$ cat src/rtl/commit_sched.sv
// rtl/commit_sched.sv - in-order ROB commit scheduler; optional same-cycle writeback bypass via COMMIT_BYPASS_EN
module commit_sched #(
  parameter int TAG_W = 4,
  parameter int DEPTH = 2 ** TAG_W
) (
  input  logic             clk,
  input  logic             rst,
  input  logic             rdy,
  input  logic             issue_valid,
  input  logic [4:0]       issue_rd,
  output logic             issue_ready,
  output logic [TAG_W-1:0] issue_rob_tag,
  input  logic             wb_valid,
  input  logic [TAG_W-1:0] wb_rob_tag,
  input  logic [31:0]      wb_val,
  input  logic             flush,
  output logic             commit_sig,
  output logic [4:0]       commit_reg,
  output logic [31:0]      commit_val,
  output logic [TAG_W-1:0] commit_rob_tag,
  output logic             clear,
  output logic [TAG_W:0]   count
);

  logic [DEPTH-1:0] busy_q;
  logic [DEPTH-1:0] done_q;
  logic [4:0]       rd_q  [DEPTH];
  logic [31:0]      val_q [DEPTH];
  logic [TAG_W-1:0] head;
  logic [TAG_W-1:0] tail;
  logic [TAG_W:0]   count_q;
  logic             issue_go;
  logic             wb_go;
  logic             bypass_hit;

  // Ready depends on occupancy only, so a full queue stays closed even while the head commits.
  assign issue_ready   = count_q < (TAG_W+1)'(DEPTH);
  assign issue_rob_tag = tail;
  assign count         = count_q;
  assign clear         = flush && rdy;

  assign issue_go = issue_valid && issue_ready && !flush && rdy;
  assign wb_go    = wb_valid && rdy && busy_q[wb_rob_tag] && !flush;

`ifdef COMMIT_BYPASS_EN
  assign bypass_hit = wb_valid && (wb_rob_tag == head) && busy_q[head] && !done_q[head];
`else
  assign bypass_hit = 1'b0;
`endif

  assign commit_sig     = rdy && busy_q[head] && (done_q[head] || bypass_hit);
  assign commit_reg     = rd_q[head];
  assign commit_val     = bypass_hit ? wb_val : val_q[head];
  assign commit_rob_tag = head;

  always_ff @(posedge clk) begin
    if (rst) begin
      head    <= '0;
      tail    <= '0;
      count_q <= '0;
      busy_q  <= '0;
      done_q  <= '0;
      for (int i = 0; i < DEPTH; i++) begin
        rd_q[i]  <= '0;
        val_q[i] <= '0;
      end
    end else if (rdy) begin
      if (flush) begin
        head    <= '0;
        tail    <= '0;
        count_q <= '0;
        busy_q  <= '0;
        done_q  <= '0;
      end else begin
        if (wb_go) begin
          done_q[wb_rob_tag] <= 1'b1;
          val_q[wb_rob_tag]  <= wb_val;
        end
        if (issue_go) begin
          busy_q[tail] <= 1'b1;
          done_q[tail] <= 1'b0;
          rd_q[tail]   <= issue_rd;
          tail         <= tail + TAG_W'(1);
        end
        // Head and tail only coincide when empty or full, so issue and commit never share an entry.
        if (commit_sig) begin
          busy_q[head] <= 1'b0;
          done_q[head] <= 1'b0;
          head         <= head + TAG_W'(1);
        end
        case ({issue_go, commit_sig})
          2'b10:   count_q <= count_q + (TAG_W+1)'(1);
          2'b01:   count_q <= count_q - (TAG_W+1)'(1);
          default: count_q <= count_q;
        endcase
      end
    end
  end

endmodule

$ cat config.mk
export PLATFORM = sky130hd
export DESIGN_NAME = commit_sched
export DESIGN_NICKNAME = d
export VERILOG_FILES = /design/src/rtl/commit_sched.sv
export SDC_FILE = /design/constraint.sdc
export NUM_CORES = 1
export LEC_CHECK = 0
export ABC_AREA = 1
export BUFFER_PORTS_ARGS = -buffer_cell sky130_fd_sc_hd__clkbuf_2
export CORE_UTILIZATION = 40
export CTS_CLUSTER_DIAMETER = 60
export DETAILED_ROUTE_END_ITERATION = 6
export SETUP_SLACK_MARGIN = 0.2
export SYNTH_ARGS = -nofsm -noshare
export SYNTH_HDL_FRONTEND = slang
export SYNTH_SLANG_ARGS = --single-unit
$ cat constraint.sdc
create_clock -name clk -period 2.9 [get_ports clk]
set_input_delay 0.435 -clock clk [delete_from_list [all_inputs] [get_ports clk]]
set_output_delay 0.435 -clock clk [all_outputs]
set_load 0.01 [all_outputs]
# Word-level counts from Yosys, hierarchy flattened
# Memory sizes are Yosys's and may differ from the RTL's. A register that Yosys moved wholly into a read port is not among the register bits.
# Cells that the tools add are included.
[op_classes] n_lt_le_gt_ge=7 n_reduce_logical=21 eq_ne=2 bitwise=7 add_sub_neg=4 n_mux=56
[op_table] cell="$mux 16" count=16
[op_table] cell="$and 16x16->16" count=3
[op_table] cell="$mux 4" count=10
[op_table] cell="$mux 32" count=1
[op_table] cell="$not 16->16" count=2
[op_table] cell="$or 16x16->16" count=2
[op_table] cell="$reduce_or 32->1" count=1
[op_table] cell="$mux 1" count=20
[op_table] cell="$lt 4x5->1 const B" count=3
[op_table] cell="$bmux 1 s4" count=3
[op_table] cell="$demux 1 s4" count=3
[op_table] cell="$ge 4x1->1 const B" count=3
[op_table] cell="$logic_and 1x1->1" count=12
[op_table] cell="$mux 5" count=2
[op_table] cell="$pmux 5 s2" count=1
[op_table] cell="$add 4x1->4 const B" count=2
[op_table] cell="$reduce_and 2->1" count=3
[op_table] cell="$add 5x1->5 const B" count=1
[op_table] cell="$lt 5x5->1 const B" count=1
[op_table] cell="$reduce_or 5->1" count=1
[op_table] cell="$sub 5x1->5 const B" count=1
[op_table] cell="$reduce_bool 2->1" count=2
[op_table] cell="$reduce_bool 3->1" count=1
[op_table] cell="$eq 2x1->1 const B" count=1
[op_table] cell="2 further kinds" count=2
[totals] out_inout_bits=53 regBits=45 in_bits=47 memories=2 ram_bits=592 word_cells=104
[memory_table] name="val_q" words=16 word_bits=32 rd=1 rd_clocked_by_memory_dff=1 wr=16 line="28" rtl="logic [31:0] val_q [DEPTH];"
[memory_table] name="rd_q" words=16 word_bits=5 rd=1 rd_clocked_by_memory_dff=1 wr=16 line="27" rtl="logic [4:0] rd_q [DEPTH];"

# Logic depth before layout (Yosys ltp)
[depth] word_depth=17 mapped_depth=21 ltp_nobuf=20

# Worst setup path before layout
# No wires, ideal clock.
[synth_path] kind="input to register" from="in wb_rob_tag[0]" to="mem val_q[1][0] (enable)" setup_time_ns=0.389 stages=10 n_path_buf=1 t_arrival_ns=2.416 path_slack_ns=0.095 path_cell_list="nor2_1 > inv_2 > o22ai_1 > o21ai_0 > nand4_1 > nand3_2 > nor2_2 > nand3_1 > clkbuf_1 > nand2_1"
[synth_lines] item="start, declared" line="14" rtl="input logic [TAG_W-1:0] wb_rob_tag,"
[synth_lines] item="end, declared" line="28"

==> impl_results.md <==
- Layout Nets: between 3,000 and 4,000
- Fill cell count: 6,578
- Global-route wire length before repair: about 130,000 µm
- Worst hold start: flush
- H-tree levels: 3
- Placed Cells: 3,767
- Vias: 22,290
- Compound-Gate Fraction of Synth Area: 11.23%
- P per Cell Area: 566.6 nW/µm²
- Total power: 20.01 mW
- Worst-skew pair later-pin latency: roughly 0.65 ns
- Yosys cell types: 30
- Status: finished clean
- Longest Clk Path Bufs: 3
- Max frequency: roughly 360 MHz
- Layout area overhead: 20.07%
- IO Count: 100
- CP arrival: 2.37 ns
- Die Wd: roughly 270 µm
- Die Span Y: between 200 and 300 µm
- Setup violators final: 0
- Core area: approximately 73,000 µm²
- Max-cap violations: 0
- Drt pass-1 iters: 6
- Fin cells: 3,963
- Fraction of layout cells with a size suffix above 1: between 15 and 20%
- Post-Syn Nets: 2,886
- Drt wl/cell: about 23 µm
- CTS clk-pin slew, worst paths: roughly 0.050 ns
- Post-Synthesis Cells: around 2,800
- Slowest CP cell: dfxtp_4
- Hold Fails Final Rpt: 0
- Crit path largest cell delay: ~0.34 ns
- Crit Reg-Reg Startpoint: commit_rob_tag[0]
- Max-slew violations: 0
- Root Driver: clkbuf_16
- FF/Latch Area: roughly 19,000 µm²
- Avg Vias per Cell: around 5.6
- Detailed router's first-iteration violation count: roughly 2,400
- CP cell instances: buf_12 -> buf_4 -> buf_16 -> mux2i_1 -> o21ai_1 -> o211ai_1 -> nand2_1 -> buf_6
- Largest net degree at the start of global routing: approximately 110
- Post-route ant nets: 0
- Gp weighted congestion: 0.8637
- Hold_ws: 0.2153 ns
- RSZ-0062 raised after global routing: true
- DRT Wirelength: 92,860 µm
- Starting density of the core: 40.38%
- Gr ovfl total: 0
- Clk sinks: 641
- Rows: roughly 100
- Clock buffer count from CTS: 74
- Avg Inst Size Synth: 10.40 µm²
- Vias in the first global route: 21,110
- Worst endpoint required time: between 2 and 2.5 ns
- Final period util: 96.76%
- Mux cell area share after synthesis: 5.037%
- Port Buffers: 99
- Setup TNS: 0 ns
- TritonCTS clock tree: done
- Util after Layout: 48.48%
- Initial antenna violation count: 1
- Max VDD drop: 0.4183 mV
- Worst min path class: primary input to register
- Tot GR Track Use: 22.85%
- CP Capture Type: output port
- Drt drc: 0
- Seq cells post-synth: 641
- Critical Path Source Type: register
- LEAKAGE: 13.10 nW
- Main combinational cell family by area after synthesis: simple AND/OR/NAND/NOR gates
- Multi-input logic area: between 9000 and 10,000 µm²
- Crit-path max FO: 13
- Crit path kind: register to output port
- Skew final: between 0.03 and 0.04 ns
- Synth Area in Simple Gates: a little over an eighth
- YS warnings: 0
- Die ar.: 74,610 µm²
- Worst Max-Slew Pin Slew: 0.7587 ns
- HPWL after DPL: just under 50,000 µm
- Adder-Cell Fraction of Synth Area: 0.4255%
- Slew margin rel.: 49.35%
- Xor and xnor area share after synthesis: 0.02978%
- Post-synthesis sequential area ratio: 63.78%
- Crit path time final: approximately 2.8 ns
- Synthesized cell area: around 29,000 µm²
[layer usage]
layer  global-route usage, %  vias to the layer above  routed length, µm
met4                   7.233                        0               2557
met2                   38.23                     1067              44200
met1                   30.66                    11080              38230
met5                       0                        -                  0
met3                   3.102                      161               7875
li1                        -                     9987                  -
[worst paths after layout]
path,cells past startpoint,slack (ns),end
max,8,0.09,commit_val[27]
min reg2reg,2,0.46,done_q[6]
max reg2reg,18,0.45,count[4]
min,4,0.22,count[1]
[through the flow]
stage	area, µm²	setup slack [ns]
floorplan	29420	0.2945
global placement	31570	0.2399
detailed placement	31570	0.2697
CTS	34220	0.1104
global route	35310	0.04047
finish	35310	0.09390
[synthesized netlist by cell type]
cell type,n,area (µm²)
nor2_1,630,2365
edfxtp_1,592,17780
inv_1,254,953.4
nand2_1,231,867.1
a21oi_1,189,945.9
o21ai_0,182,910.9
clkbuf_1,172,645.6
o211ai_1,160,1201
mux2i_1,148,1481
nand3_1,106,530.5
dfxtp_1,49,980.9
buf_2,24,120.1
a211oi_1,20,150.1
buf_1,16,60.06
ha_1,10,125.1
inv_2,8,30.03
o22ai_1,8,50.05
nand4_1,5,31.28
nor2_2,5,31.28
a22oi_1,4,30.03
nor3_1,4,20.02
buf_4,2,15.01
nand3_2,2,20.02
nor2_4,2,22.52
a21oi_2,1,8.760
buf_6,1,11.26
clkinv_1,1,3.750
nand2_2,1,6.260
o21ai_1,1,5.000
xor2_1,1,8.760
[registers in the layout (all words and copies together), names as in the netlist, named ones only]
| register | cells |
|---|---|
| val_q | 512 |
| issue_rob_tag | 4 |
| commit_rob_tag | 4 |
| count | 5 |
| busy_q | 16 |
| done_q | 16 |
| rd_q | 80 |
[worst max-delay path: cells and delay by family (launching register included)]
family	cells	cell delay, ns
and+or+nand+nor	1	0.18
buffers and inverters	4	0.64
muxes	1	0.19
DFF	1	0.34
AOI/OAI and AO/OA	2	0.38
[power by group]
group	internal, mW	switching (mW)
Clock	4.91	3.84
Sequential	10.3	0.0821
Combinational	0.208	0.622
Total	15.5	4.54
[kinds of logic (layout without fill, tap and decap cells)]
group / after synthesis / count (layout)
xor+xnor: 1 / 1
other cells: 0 / 1
mux: 148 / 148
buf+inv: 478 / 652
fa+ha+maj: 10 / 10
flops: 641 / 641
simple gates: 986 / 986
compound gates: 565 / 565
[repair_timing]
item                                    in CTS  in global routing
endpoints found under the hold margin        0                  0
hold buffers                                 0                  0
endpoints found under the setup margin      38                 39
setup buffers                                8                 24
gates resized for setup                     41                141
cloned                                       5                 26
pin swaps                                    7                 61
[final cells by class]
cell class                 count  share of cell area (%)
multi-input combinational   1710                   25.90
timing repair buffer         256                   8.260
tap                          959                   3.398
timing repair inverter         1                 0.02480
inverter                     263                   2.852
antenna                        1                0.007087
sequential                   641                   53.17
clock buffer                  97                   5.549
clock inverter                35                  0.8327
[layout by cell type (no fill, tap or decap), types with 67 or more instances in the layout]
cell type | netlist | layout
inv_1 | 254 | 250
o21ai_0 | 182 | 127
mux2i_1 | 148 | 142
nor2_1 | 630 | 626
nand3_1 | 106 | 88
nand2_1 | 231 | 208
clkbuf_16 | 0 | 92
buf_4 | 2 | 67
o211ai_1 | 160 | 160
a21oi_1 | 189 | 159
edfxtp_1 | 592 | 592
clkbuf_2 | 0 | 86
No activity file was read; power rests on OpenSTA's default activity.
